$ cat src/rtl/fetch_pkg.sv
// Shared types and constants for the instruction-fetch stage.
// Used by fetch_unit and fetch_fifo.
package fetch_pkg;

    typedef enum logic [1:0] {
        BOOT = 2'd0,
        RUN  = 2'd1,
        IDLE = 2'd2
    } fetch_state_t;

    localparam int unsigned INSTR_W = 32;
    localparam int unsigned PC_INC  = 4;
    localparam int unsigned PC_W    = 64;

    typedef struct packed {
        logic [PC_W-1:0]    pc;
        logic [INSTR_W-1:0] instr;
    } fetch_entry_t;

    function automatic logic [31:0] sat_add32(input logic [31:0] a, input logic [31:0] b);
        logic [32:0] sum;
        sum = {1'b0, a} + {1'b0, b};
        return sum[32] ? 32'hFFFF_FFFF : sum[31:0];
    endfunction

endpackage

$ cat src/rtl/fetch_fifo.sv
// Response buffer for the fetch stage: DEPTH-entry FIFO with push, pop and flush.
// DEPTH must be a power of two so the pointers wrap naturally.
module fetch_fifo #(
    parameter int unsigned W      = 96,
    parameter int unsigned DEPTH  = 2,
    localparam int unsigned AW    = $clog2(DEPTH)
) (
    input  logic         i_clk,
    input  logic         i_reset,
    input  logic         i_push,
    input  logic [W-1:0] i_wdata,
    input  logic         i_pop,
    input  logic         i_flush,
    output logic [W-1:0] o_rdata,
    output logic         o_empty,
    output logic         o_full,
    output logic [AW:0]  o_count
);

    logic [W-1:0]  r_mem [DEPTH];
    logic [AW-1:0] r_rd_ptr;
    logic [AW-1:0] r_wr_ptr;
    logic [AW:0]   r_count;
    logic          w_push;
    logic          w_pop;

    assign o_empty = (r_count == '0);
    assign o_full  = (r_count == (AW+1)'(DEPTH));
    assign o_count = r_count;
    assign o_rdata = r_mem[r_rd_ptr];

    assign w_pop  = i_pop & ~o_empty;
    assign w_push = i_push & (~o_full | w_pop);

    // Storage needs no reset: the head is only consumed while the count is non-zero.
    always_ff @(posedge i_clk) begin
        if (w_push && !i_flush) begin
            r_mem[r_wr_ptr] <= i_wdata;
        end
    end

    always_ff @(posedge i_clk or negedge i_reset) begin
        if (!i_reset) begin
            r_rd_ptr <= '0;
            r_wr_ptr <= '0;
            r_count  <= '0;
        end else if (i_flush) begin
            r_rd_ptr <= '0;
            r_wr_ptr <= '0;
            r_count  <= '0;
        end else begin
            if (w_push) r_wr_ptr <= r_wr_ptr + AW'(1);
            if (w_pop)  r_rd_ptr <= r_rd_ptr + AW'(1);
            r_count <= r_count + (AW+1)'(w_push) - (AW+1)'(w_pop);
        end
    end

endmodule

$ cat src/rtl/fetch_unit.sv
// Instruction-fetch stage: PC, in-order imem requests, response buffer, redirect/flush.
// Define FETCH_PERF_EN to add the perf_fetched / perf_dropped counters. N must not exceed PC_W.
module fetch_unit
    import fetch_pkg::*;
#(
    parameter int unsigned  N        = 64,
    parameter logic [N-1:0] RESET_PC = '0,
    parameter int unsigned  DEPTH    = 2
) (
    input  logic               i_clk,
    input  logic               i_reset,
    input  logic               i_fetch_en,
    output logic               o_imem_req,
    output logic [N-1:0]       o_imem_addr,
    input  logic               i_imem_gnt,
    input  logic               i_imem_rvalid,
    input  logic [INSTR_W-1:0] i_imem_rdata,
    input  logic               i_redirect,
    input  logic [N-1:0]       i_redirect_pc,
    output logic               o_if_valid,
    input  logic               i_if_ready,
    output logic [N-1:0]       o_if_pc,
`ifdef FETCH_PERF_EN
    output logic [31:0]        o_perf_fetched,
    output logic [31:0]        o_perf_dropped,
`endif
    output logic [INSTR_W-1:0] o_if_instr
);

    localparam int unsigned CW = $clog2(DEPTH) + 1;

    fetch_state_t       r_state;
    fetch_state_t       w_state_next;
    logic [N-1:0]       r_pc;
    logic [N-1:0]       r_resp_pc;
    logic [CW-1:0]      r_inflight;
    logic [CW-1:0]      r_drop;
    logic [N-1:0]       r_hold_pc;
    logic [INSTR_W-1:0] r_hold_instr;

    logic [CW-1:0]      w_count;
    logic [CW:0]        w_credit_used;
    logic               w_credit_ok;
    logic               w_req;
    logic               w_fire;
    logic               w_discard;
    logic               w_push;
    logic               w_pop;
    logic               w_empty;
    logic               w_full;
    logic [N-1:0]       w_target;
    fetch_entry_t       w_wentry;
    fetch_entry_t       w_head;

    assign w_target = i_redirect_pc & ~N'(PC_INC - 1);

    // Responses still owed by memory count against buffer space, so a push never overflows.
    assign w_credit_used = {1'b0, r_inflight} + {1'b0, w_count};
    assign w_credit_ok   = w_credit_used < (CW+1)'(DEPTH);

    assign w_fire    = w_req & i_imem_gnt;
    assign w_discard = i_imem_rvalid & (r_drop != '0);
    assign w_push    = i_imem_rvalid & (r_drop == '0) & ~i_redirect;
    assign w_pop     = ~w_empty & i_if_ready & ~i_redirect;

    always_ff @(posedge i_clk or negedge i_reset) begin
        if (!i_reset) r_state <= BOOT;
        else          r_state <= w_state_next;
    end

    always_comb begin
        w_state_next = r_state;
        unique case (r_state)
            BOOT:    w_state_next = i_fetch_en ? RUN : IDLE;
            RUN:     if (!i_fetch_en) w_state_next = IDLE;
            IDLE:    if (i_fetch_en) w_state_next = RUN;
            default: w_state_next = BOOT;
        endcase
    end

    always_comb begin
        w_req = 1'b0;
        if (r_state == RUN) w_req = w_credit_ok & ~i_redirect;
    end

    always_ff @(posedge i_clk or negedge i_reset) begin
        if (!i_reset) begin
            r_pc       <= RESET_PC;
            r_resp_pc  <= RESET_PC;
            r_inflight <= '0;
            r_drop     <= '0;
        end else begin
            r_inflight <= r_inflight + CW'(w_fire) - CW'(i_imem_rvalid);
            if (i_redirect) begin
                r_pc      <= w_target;
                r_resp_pc <= w_target;
                // Everything still in flight belongs to the abandoned path.
                r_drop    <= r_inflight - CW'(i_imem_rvalid);
            end else begin
                if (w_fire)    r_pc      <= r_pc + N'(PC_INC);
                if (w_push)    r_resp_pc <= r_resp_pc + N'(PC_INC);
                if (w_discard) r_drop    <= r_drop - CW'(1);
            end
        end
    end

    assign w_wentry.pc    = PC_W'(r_resp_pc);
    assign w_wentry.instr = i_imem_rdata;

    fetch_fifo #(
        .W     ($bits(fetch_entry_t)),
        .DEPTH (DEPTH)
    ) u_fifo (
        .i_clk   (i_clk),
        .i_reset (i_reset),
        .i_push  (w_push),
        .i_wdata (w_wentry),
        .i_pop   (w_pop),
        .i_flush (i_redirect),
        .o_rdata (w_head),
        .o_empty (w_empty),
        .o_full  (w_full),
        .o_count (w_count)
    );

    always_ff @(posedge i_clk or negedge i_reset) begin
        if (!i_reset) begin
            r_hold_pc    <= '0;
            r_hold_instr <= '0;
        end else if (!w_empty) begin
            r_hold_pc    <= N'(w_head.pc);
            r_hold_instr <= w_head.instr;
        end
    end

    assign o_imem_req  = w_req;
    assign o_imem_addr = r_pc;
    assign o_if_valid  = ~w_empty;
    assign o_if_pc     = w_empty ? r_hold_pc : N'(w_head.pc);
    assign o_if_instr  = w_empty ? r_hold_instr : w_head.instr;

`ifdef FETCH_PERF_EN
    logic [31:0] r_perf_fetched;
    logic [31:0] r_perf_dropped;
    logic [31:0] w_drop_inc;

    assign w_drop_inc = i_redirect ? 32'(w_count) + 32'(i_imem_rvalid) : 32'(w_discard);

    always_ff @(posedge i_clk or negedge i_reset) begin
        if (!i_reset) begin
            r_perf_fetched <= '0;
            r_perf_dropped <= '0;
        end else begin
            r_perf_fetched <= sat_add32(r_perf_fetched, 32'(w_pop));
            r_perf_dropped <= sat_add32(r_perf_dropped, w_drop_inc);
        end
    end

    assign o_perf_fetched = r_perf_fetched;
    assign o_perf_dropped = r_perf_dropped;
`endif

    a_rvalid_owed: assert property (@(posedge i_clk) disable iff (!i_reset)
        i_imem_rvalid |-> (r_inflight != '0));

    a_no_overflow: assert property (@(posedge i_clk) disable iff (!i_reset)
        w_push |-> (!w_full || w_pop));

endmodule

$ cat config.mk
export PLATFORM = sky130hd
export DESIGN_NAME = fetch_unit
export DESIGN_NICKNAME = d
export VERILOG_FILES = /design/src/rtl/fetch_pkg.sv /design/src/rtl/fetch_fifo.sv /design/src/rtl/fetch_unit.sv
export SDC_FILE = /design/constraint.sdc
export NUM_CORES = 1
export LEC_CHECK = 0
export BUFFER_PORTS_ARGS = -buffer_cell sky130_fd_sc_hd__buf_2
export CAP_MARGIN = 20
export CORE_ASPECT_RATIO = 0.5
export CORE_MARGIN = 3
export CORE_UTILIZATION = 35
export CTS_CLUSTER_DIAMETER = 60
export CTS_CLUSTER_SIZE = 12
export DETAILED_ROUTE_END_ITERATION = 8
export REMOVE_ABC_BUFFERS = 1
export SYNTH_ARGS = -nofsm -noshare
export SYNTH_HDL_FRONTEND = slang
export SYNTH_SLANG_ARGS = --single-unit
$ cat constraint.sdc
create_clock -name i_clk -period 7.75 [get_ports i_clk]
set_input_delay 2.325 -clock i_clk [delete_from_list [all_inputs] [get_ports i_clk]]
set_output_delay 2.325 -clock i_clk [all_outputs]
set_load 0.05 [all_outputs]
After elaboration in Yosys (flattened, before gate mapping)
Memory sizes are Yosys's and may differ from the RTL's.
Cells that the tools add are included.
{"block": "op_classes", "n_addsub": 11, "multipliers": 0, "div_mod_pow": 0, "n_lt_le_gt_ge": 1, "eq_ne": 5, "shifts": 0, "muxes": 20, "bitwise": 13, "n_reduce_logical": 12}
{"op": "$mux W64", "n": 5}
{"op": "$add A64 B3 Y64 const B", "n": 2}
{"op": "$mux W32", "n": 1}
{"op": "$mux W2", "n": 6}
{"op": "$reduce_bool A2 Y1", "n": 6}
{"op": "$and A1 B1 Y1", "n": 9}
{"op": "$mux W1", "n": 7}
{"op": "$logic_not A2 Y1", "n": 3}
{"op": "$pmux W2 S3", "n": 1}
{"op": "$sub A2 B1 Y2", "n": 3}
{"op": "$add A2 B1 Y2", "n": 2}
{"op": "$eq A2 B2 Y1 const B", "n": 2}
{"op": "$ne A2 B2 Y1 const B", "n": 2}
{"op": "$add A2 B2 Y3", "n": 1}
{"op": "$lt A3 B2 Y1 const B", "n": 1}
{"op": "$not A1 Y1", "n": 3}
{"op": "$add A1 B1 Y1 const B", "n": 2}
{"op": "$eq A2 B1 Y1 const B", "n": 1}
{"op": "$reduce_and A2 Y1", "n": 1}
{"op": "$sub A2 B1 Y2 const B", "n": 1}
{"op": "$logic_and A1 B1 Y1", "n": 1}
{"op": "$logic_not A1 Y1", "n": 1}
{"op": "$or A1 B1 Y1", "n": 1}
{"block": "totals", "register_bits": 234, "latch_bits": 0, "ram_bits": 192, "mem_bits_ro": 0, "in_bits": 103, "out_inout_bits": 162, "mem_count": 1}
{"memory": "u_fifo.r_mem", "words": 2, "width": 96, "read_ports": 1, "rd_clocked_by_memory_dff": 0, "write_ports": 1, "line": "fetch_fifo.sv:20", "rtl": "logic [W-1:0] r_mem [DEPTH];"}

Longest topological paths before layout
Gate-level depths: netlist of run 1.
{"block": "depth", "depth_word": 10, "mapped_depth": 13, "mapped_depth_nobuf": 11}

Cells and area by module
Synthesis of run 1 repeated with hierarchy kept, for this count alone.
{"block": "hier_totals", "hier_cells": 1428, "area_unflattened_um2": 18773.0}
{"mod": "fetch_unit", "n_inst": 1, "cells_per_inst": 1104, "area_each_um2": 11487.3, "seq_area_each_um2": 5655.4}
{"mod": "fetch_fifo", "n_inst": 1, "cells_per_inst": 324, "area_each_um2": 7285.7, "seq_area_each_um2": 5865.6}

Worst setup path before layout of run 1
No wires, ideal clock.
{"block": "synth_timing", "path_kind": "input port to flip-flop", "startpoint": "in i_redirect", "endpoint": "mem u_fifo.r_mem[0][0] (enable)", "setup_ps": 560, "t_arrival_ps": 7057, "slack_ps": 133, "cell_stages": 3, "n_path_buf": 1, "cell_sequence": "clkbuf_1 a211oi_1 nor2b_1"}
{"block": "synth_via", "elab_chain_cells": 8, "elab_cells_between_ends": 10}
{"element": "start: declaration", "line": "fetch_unit.sv:18", "rtl": "input logic i_redirect,"}
{"element": "$not A1 Y1", "line": "fetch_unit.sv:63, fetch_unit.sv:64"}
{"element": "$and A1 B1 Y1", "line": "fetch_unit.sv:64", "rtl": "assign w_pop = ~w_empty & i_if_ready & ~i_redirect;"}
{"element": "$and A1 B1 Y1", "line": "fetch_fifo.sv:32", "rtl": "assign w_pop = i_pop & ~o_empty;"}
{"element": "$or A1 B1 Y1", "line": "fetch_fifo.sv:33", "rtl": "assign w_push = i_push & (~o_full | w_pop);"}
{"element": "$and A1 B1 Y1", "line": "fetch_fifo.sv:33"}
{"element": "$logic_and A1 B1 Y1 *", "line": "fetch_fifo.sv:37", "rtl": "if (w_push && !i_flush) begin"}
{"element": "$mux W1 *", "line": "fetch_fifo.sv:37"}
{"element": "$mux W1 (not written as such) *", "line": "fetch_fifo.sv:38", "rtl": "r_mem[r_wr_ptr] <= i_wdata;"}
{"element": "end: declaration", "line": "fetch_fifo.sv:20"}
Every way passes the cells marked *; elsewhere a longest branch is shown, timed or not.

Worst setup path in the final report of run 1
{"block": "layout_timing", "startpoint": "in i_redirect", "endpoint": "out o_imem_req"}
{"block": "layout_via", "elab_chain_cells": 3}
{"element": "$not A1 Y1", "line": "fetch_unit.sv:83", "rtl": "if (r_state == RUN) w_req = w_credit_ok & ~i_redirect;"}
{"element": "$and A1 B1 Y1", "line": "fetch_unit.sv:83"}
{"element": "$mux W1", "line": "fetch_unit.sv:83"}
{"element": "end: declaration", "line": "fetch_unit.sv:13", "rtl": "output logic o_imem_req,"}
No other way between the ends.

==> metrics, run 1 <==
WL final 46900 µm; slowest stage delay, CP 0.27 ns; Final Setup Violations 0; CTS buffer count 42; startpoint types input pin; WP data arrival 3.22 ns; share of the synthesized area in the top cell type 0.327; maximum clock frequency 180 MHz; period utilization 0.715; drt wl/cell 19.7 µm; ys flop type dfrtp_1; remaining antenna violation count 0; post-route DRC violation count 0; Post-Route Skew 0.0219 ns; Rel. slew slack 0.340; GRT overflow 0; most frequent cells in the layout 259 x buf_2, 229 x dfrtp_1, 192 x nand2_1; Peak VDD IR 0.000152 V; antenna violations before repair 2; Cell variety after synth 53; IO buf count 260; Yosys reg bits 418; final HPWL from detailed placement 32000 µm; Reg2Reg Capture Point o_imem_addr[50]; Clock Tree Root clkbuf_16; Worst EP required 5.43 ns; r2r startpoint u_fifo.o_count[0]; type of the worst setup path in -> out; core box area 49100 µm²; Initial Util 0.358; Core Rows 57; first-pass GRT wire length 70800 µm; status completed; die width 323 µm; vias per cell 5.09; Power Total 7.39 mW; Sink Count 418; unrepaired setup endpoints after global routing false; final hold vios 0; MaxCap Viol Count 0; Starting DRT DRC Count 911; Syn. warnings 0; GRT Util Overall 0.174; Final Non-Filler Cells 2379; internal reg-to-reg setup slack 3.76 ns; worst min path class reg -> reg; Crit-path slowest cell nor4_1; Pwr Density 354 nW/µm²; Net count, final 1808; Mapped Area 17600 µm²; hold depth 1; Area Growth Syn to Fin 18.5%; Synth area leaders dfrtp_1 33%, edfxtp_1 32%, mux2i_1 5.4%, o21ai_0 4.2%, nand2_1 4.1%; DRT Pass-1 Iters 5; largest net degree at the start of global routing 113; H-tree Lvls 2; most used cell, CP buf_2; Reg2Reg Depth 12; Syn Inst Count 1441; Die ar. 53200 µm²; vias in the first global route 11645; gpl congestion 0.820; commonest non-fill, non-tap cell in the layout buf_2; CP endpoint kind output pin; CTS tree yes; Die Y 165 µm; Hold-fix buffers, CTS 0; Static Leak 8.25 nW; EDFF count, synth 188; Final Max Slew Viols 0; via count 12112; worst skew pair latency 0.55 ns; Slew @ Worst Pin 0.987 ns; worst hold slack 0.461 ns; Post-CTS Setup Repair Bufs 0; cts repair resizes 0; placed cell count 2301; clk buf depth 3; Ant. Diodes 0; Post-synth ARST share 0.550; crit-path cells buf_2, nor4_1, and2_1, buf_2; CP max FO 4; minimum clock period 5.54 ns; syn avg cell area 12.2 µm²; leading area contributor after synthesis dfrtp_1; Ports 265; origin of the worst min-delay path r_state[1]; sequential area share after synthesis 0.647; clock-pin slew on the worst setup and hold paths 0.06 ns; share of layout cells above drive strength 1 0.217; hold path endpoint r_state[1]
where the power goes:
group,leakage (nW),internal (mW),switching (mW),total (mW)
clock,0.586,1.04,0.860,1.90
combinational,3.18,0.545,2.02,2.57
sequential,4.49,2.72,0.209,2.93
total,8.25,4.30,3.09,7.39
layout make-up:
class	count	area (µm²)
inverters	20	75.1
fillers	4578	28300
clock buffers	72	1170
multi-input cells	938	5900
clock inverters	6	61.3
repair buffers	276	1460
flip-flops and latches	418	11400
well taps	649	812
synthesized netlist by cell type (4+ instances only):
cell and n:
a21boi_0 6, a21oi_1 29, a31oi_1 8, and2_1 8, and3_1 27, buf_1 5, clkbuf_1 56, dfrtp_1 230
edfxtp_1 188, ha_1 8, inv_1 18, mux2_2 28, mux2i_1 95, nand2_1 192, nand2b_1 5, nand3_1 73
nand4_1 51, nor2_1 66, nor3_1 15, nor3_2 4, nor4_1 17, nor4_4 5, o211ai_1 20, o21ai_0 147
o311ai_0 11, or3_1 8, xnor2_1 47, xor2_1 41
state kept, by name (all words and copies together), names as in the netlist:
signal / flops
o_imem_addr: 62
r_drop: 2
r_hold_instr: 32
r_hold_pc: 64
r_inflight: 2
r_resp_pc: 62
r_state: 2
u_fifo.o_count: 2
u_fifo.r_mem: 188
u_fifo.r_rd_ptr: 1
u_fifo.r_wr_ptr: 1
critical path: cells and delay by family:
kind | cells | cell delay, ns
buffers and inverters | 2 | 0.42
and+or+nand+nor | 2 | 0.46
routing by layer:
metal,vias to the layer above,track usage,part of all wire
met5,-,0,0.00072
met4,4,0.0635,0.036
met3,97,0.0282,0.042
met2,276,0.308,0.52
met1,5984,0.215,0.41
li1,5751,-,-
logic make-up after synthesis:
| logic type | count (synthesis) | synth area share |
|---|---|---|
| AOI/OAI and AO/OA | 231 | 0.0740 |
| xor gates and xnor gates | 88 | 0.0438 |
| adders and majority gates | 9 | 0.00682 |
| buffers and inverters | 86 | 0.0193 |
| DFF | 418 | 0.647 |
| muxes | 123 | 0.0719 |
| other | 1 | 0.000213 |
| and+or+nand+nor | 485 | 0.137 |
through the flow:
| step | area, µm² | worst slack (ns) | util | TNS [ns] |
|---|---|---|---|---|
| after floorplan | 17400 | -2.44 | - | -300.43 |
| after global placement | 19600 | 2.16 | 0.400 | 0 |
| after detailed placement | 19600 | 2.20 | 0.400 | 0 |
| after CTS | 20900 | 2.19 | 0.425 | 0 |
| after global routing | 20900 | 2.10 | 0.425 | 0 |
| final | 20900 | 2.21 | 0.425 | 0 |
worst max path at each step:
stage	start	end	slack, ns	cells after the start
floorplan	u_fifo.o_count[1]	o_if_instr[0]	-2.44	2
global placement	i_redirect	o_imem_req	2.16	4
detailed placement	i_redirect	o_imem_req	2.20	4
CTS	i_redirect	o_imem_req	2.19	4
global route	i_redirect	o_imem_req	2.10	4
finish	i_redirect	o_imem_req	2.21	4
Power figures use the tool's default switching activity.
==> run 2: changes to the inputs <==
- clock period: 7.75 -> 4.67 ns (I/O delays scaled with it)
==> run 2 against run 1 <==
Core utilization rose by 0.28 points. Wire length fell by 0.52%. Worst setup slack got worse by 1.3 ns. Clock power rose by 58%. Count of clock-buffer cells in the layout fell by 1. Total power rose by 65%. Critical path depth did not move. Register-to-register slack got worse by 2.5 ns. Global-route usage rose by 0.10 points. Clock skew fell by 0.0048 ns.
==> metrics, run 2 (synthesis results as in run 1) <==
status completed; MaxCap Viol Count 0; worst hold slack 0.467 ns; routed length on met1 19300 µm; sw frac 0.416; drt wl/cell 19.6 µm; Post-Route Utilization 0.428; Initial Util 0.358; Power Total 12.2 mW; final hold vios 0; DRT Pass-1 Iters 5; minimum clock period 3.75 ns; GRT Util Overall 0.175; first-pass GRT wire length 71200 µm; Net Sw Power 5.07 mW; setup tns final 0 ns; Rel. slew slack 0.311; r2r startpoint u_fifo.o_count[0]; internal reg-to-reg setup slack 1.22 ns; die width 323 µm; remaining antenna violation count 0; Post-CTS Setup Repair Bufs 0; CTS buffer count 40; CTS tree yes; vias in the first global route 11906; Net count, final 1820; Flop pwr share 0.398; worst min path class reg -> reg; post-route DRC violation count 0; via count 12113; commonest non-fill, non-tap cell in the layout buf_2; Final Max Slew Viols 0; Clock Power Share 0.247; Pwr Density 579 nW/µm²; Static Leak 8.32 nW; H-tree Lvls 2; clock-pin slew on the worst setup and hold paths 0.06 ns; maximum clock frequency 267 MHz; Setup crit start u_fifo.r_rd_ptr; Sink Count 418; internal cell power 7.11 mW; Ports 265; combinational fraction of design power 0.355; Peak VDD IR 0.000290 V; gpl congestion 0.833; met3 WL post-DR 1600 µm; IO buf count 260; Post-Route Skew 0.0170 ns; startpoint types flop; Final Cell Area 21000 µm²; type of the worst setup path reg -> out; Die ar. 53200 µm²; Hold-fix buffers, CTS 0; biggest regs u_fifo.r_mem: 188 flops, r_hold_pc: 64 flops; Clock Tree Root clkbuf_16; Ant. Diodes 0; highest metal used met5; Starting DRT DRC Count 723; clk buf depth 3; Worst Setup EP o_if_instr[21]; cts repair resizes 0; placed cell areas 19900 µm²; CP endpoint kind output pin; Reg2Reg Capture Point o_imem_addr[50]; Slew @ Worst Pin 1.02 ns; period utilization 0.803; unrepaired setup endpoints after global routing false; Reg with most FFs u_fifo.r_mem; Reg2Reg Depth 10; antenna violations before repair 1; Largest register FFs 188; Die Y 165 µm; WL final 46700 µm; worst skew pair latency 0.55 ns; core box area 49100 µm²; Worst EP required 3.27 ns; Routed met2 length 24100 µm; vias per cell 5.07; Core Rows 57; CP max FO 36; final HPWL from detailed placement 33000 µm; WP data arrival 2.35 ns; largest net degree at the start of global routing 91; GRT overflow 0; Final Setup Violations 0; share of layout cells above drive strength 1 0.220; Area Growth Syn to Fin 19.3%; most frequent cells in the layout 259 x buf_2, 229 x dfrtp_1, 192 x nand2_1
-- run 2: how the worst min path moves through the flow --
| stage | start | to | slack (ns) | cells after the start |
|---|---|---|---|---|
| 3_5_place_dp | r_state[1] | r_state[1] | 0.47 | 1 |
| 4_1_cts | r_state[1] | r_state[1] | 0.47 | 1 |
| 2_1_floorplan | r_state[1] | r_state[1] | 0.43 | 1 |
| 3_3_place_gp | r_state[1] | r_state[1] | 0.45 | 1 |
| 5_1_grt | r_hold_pc[1] | r_hold_pc[1] | 0.49 | 1 |
| 6_report | r_state[1] | r_state[1] | 0.47 | 1 |
-- run 2: cell type report --
| cell class | count | area [µm²] |
|---|---|---|
| Clock buffer | 71 | 1140 |
| Sequential cell | 418 | 11400 |
| Inverter | 20 | 75.1 |
| Multi-Input combinational cell | 938 | 5900 |
| Tap cell | 649 | 812 |
| Timing Repair Buffer | 290 | 1670 |
| Clock inverter | 2 | 17.5 |
| Fill cell | 4596 | 28100 |
-- run 2: power groups by stage --
stage / Clock (mW) / Combinational (mW) / Sequential, mW
floorplan: 0 / 3.05 / 5.10
global placement: 0 / 4.36 / 4.89
detailed placement: 0 / 4.39 / 4.92
CTS: 3.08 / 4.40 / 4.85
global route: 3.24 / 4.64 / 4.92
finish: 3.00 / 4.33 / 4.85
-- run 2: metrics by stage --
stage | instances | worst slack (ns)
after detailed placement | 2315 | 0.740
after CTS | 2388 | 0.864
final | 2388 | 0.919
after global placement | 2315 | 0.724
after floorplan | 1376 | -4.59
after global routing | 2388 | 0.716
-- run 2: critical path: stages (launching register included) --
cell     delay (ns)
dfrtp_4        0.71
buf_12         0.31
mux2i_1        0.12
o21ai_0        0.27
buf_2          0.33
-- run 2: metal layers --
layer  vias to the layer above  global-route usage
met5                         -                   0
met2                       209               0.310
li1                       5787                   -
met1                      6027               0.218
met4                         2              0.0627
met3                        88              0.0263
==> run 3: changes to the inputs <==
- clock period: 4.67 -> 3.4 ns (I/O delays scaled with it)
==> run 3 against run 2 <==
Via count increased by 0.89%. Design area increased by 1.2%. Wire length increased by 0.98%. Largest cell class unchanged.
==> metrics, run 3 (synthesis results as in run 1) <==
unrepaired setup endpoints after global routing false; Slew @ Worst Pin 0.969 ns; worst skew pair latency 0.55 ns; WL final 47200 µm; DRT Pass-1 Iters 5; WP data arrival 2.22 ns; most frequent cells in the layout 257 x buf_2, 229 x dfrtp_1, 192 x nand2_1; drt wl/cell 19.6 µm; GRT Util Overall 0.175; remaining antenna violation count 0; Sink Count 418; Clock Tree Root clkbuf_16; largest net degree at the start of global routing 104; combinational fraction of design power 0.353; crit-path cells buf_12, buf_4, mux2i_1, o21ai_0, clkbuf_4; startpoint types flop; clock-pin slew on the worst setup and hold paths 0.06 ns; Multi-input gate area 5900 µm²; CP endpoint kind output pin; Peak VDD IR 0.000354 V; Initial Util 0.358; period utilization 0.954; Most Crowded Layer GR met2; Ports 265; Post-Route Utilization 0.433; placed cell areas 20000 µm²; fillers 4591; Post-Route Skew 0.0287 ns; MaxCap Viol Count 0; H-tree Lvls 2; Crit-path slowest cell dfrtp_4; CTS buffer count 42; GRT overflow 0; M1 GR Usage 0.217; Final Setup Violations 0; Static Leak 8.47 nW; worst min path class reg -> reg; sw frac 0.413; IO buf count 260; Area Growth Syn to Fin 20.7%; post-route DRC violation count 0; CTS tree yes; slowest stage delay, CP 0.56 ns; vias per cell 5.07; Final Max Slew Viols 0; worst setup margin 0.156 ns; share of layout cells above drive strength 1 0.232; antenna violations before repair 4; met3 GRT Util 0.0278; gpl congestion 0.833; setup tns final 0 ns; final hold vios 0; clk buf depth 3; type of the worst setup path reg -> out; pre-CTS setup slack 0.165 ns; Pwr Density 797 nW/µm²; internal cell power 9.94 mW; maximum clock frequency 308 MHz; Worst EP required 2.38 ns; Flop pwr share 0.392; minimum clock period 3.24 ns; Die ar. 53200 µm²; first-pass GRT wire length 71500 µm; core box area 49100 µm²; final HPWL from detailed placement 33100 µm; Rel. slew slack 0.354; biggest regs u_fifo.r_mem: 188 flops, r_hold_pc: 64 flops; Clock Power Share 0.255; Net Sw Power 7.01 mW; via count 12221; Core Rows 57; Die Y 165 µm; met2 Usage GRT 0.309; Net count, final 1841; vias in the first global route 12054; Starting DRT DRC Count 733; Largest register FFs 188; register area 11400 µm²; Reg with most FFs u_fifo.r_mem; Final Cell Area 21300 µm²; die width 323 µm; status completed; commonest non-fill, non-tap cell in the layout buf_2; CP max FO 19
run 3: cell count changes in the layout (fill, tap and decap cells not counted), moves of 2 or more:
cell,delta
buf_2,-2
buf_4,+19
clkbuf_1,-3
clkbuf_16,+3
clkinv_2,+2
run 3: what timing repair did:
action                                  CTS  global route
gates resized for setup                   1             2
pin swaps                                 0             1
hold buffers                              0             0
endpoints found under the setup margin    1             9
setup buffers                             0             4
run 3: worst paths after layout:
check	from	to	slack, ns	cells after the start
worst max-delay path	u_fifo.r_rd_ptr	o_if_pc[25]	0.16	5
min in group asynchronous	i_reset	r_hold_pc[36]	0.49	1
worst min register to register	r_state[0]	r_state[1]	0.48	1
max in group asynchronous	i_reset	o_imem_addr[20]	2.09	2
worst max register to register	u_fifo.o_count[0]	o_imem_addr[40]	0.42	11
worst min-delay path	r_state[0]	r_state[1]	0.48	1
run 3: critical path, delay by kind of cell, from the launching register on:
kind | cells | cell delay (ns)
AOI/OAI and AO/OA | 1 | 0.27
buffers and inverters | 3 | 0.71
DFF | 1 | 0.56
muxes | 1 | 0.12
run 3: metrics by stage:
step	power (mW)	cells	hold slack, ns
after floorplan	11.2	1376	0.431
after global placement	12.7	2330	0.456
after detailed placement	12.8	2330	0.463
after CTS	17.2	2406	0.471
after global routing	17.8	2411	0.501
final	17.0	2411	0.478
run 3: power by group through the flow:
stage | Sequential, mW | Combinational [mW] | Clock (mW)
after floorplan | 7.01 | 4.20 | 0
after global placement | 6.71 | 6.00 | 0
after detailed placement | 6.75 | 6.06 | 0
after CTS | 6.65 | 6.07 | 4.45
after global routing | 6.74 | 6.40 | 4.67
final | 6.64 | 5.99 | 4.32
run 3: routing by layer:
layer  part of all wire  vias to the layer above
met5            0.00051                        -
met2               0.51                      247
met3              0.040                       88
met4              0.034                        4
met1               0.41                     6079
li1                   -                     5803
run 3: cell type report:
cell class | instances | area share
Antenna cell | 1 | 0.000118
Clock buffer | 71 | 0.0565
Clock inverter | 5 | 0.00171
Inverter | 20 | 0.00353
Multi-Input combinational cell | 938 | 0.277
Sequential cell | 418 | 0.536
Tap cell | 649 | 0.0382
Timing Repair Buffer | 309 | 0.0862
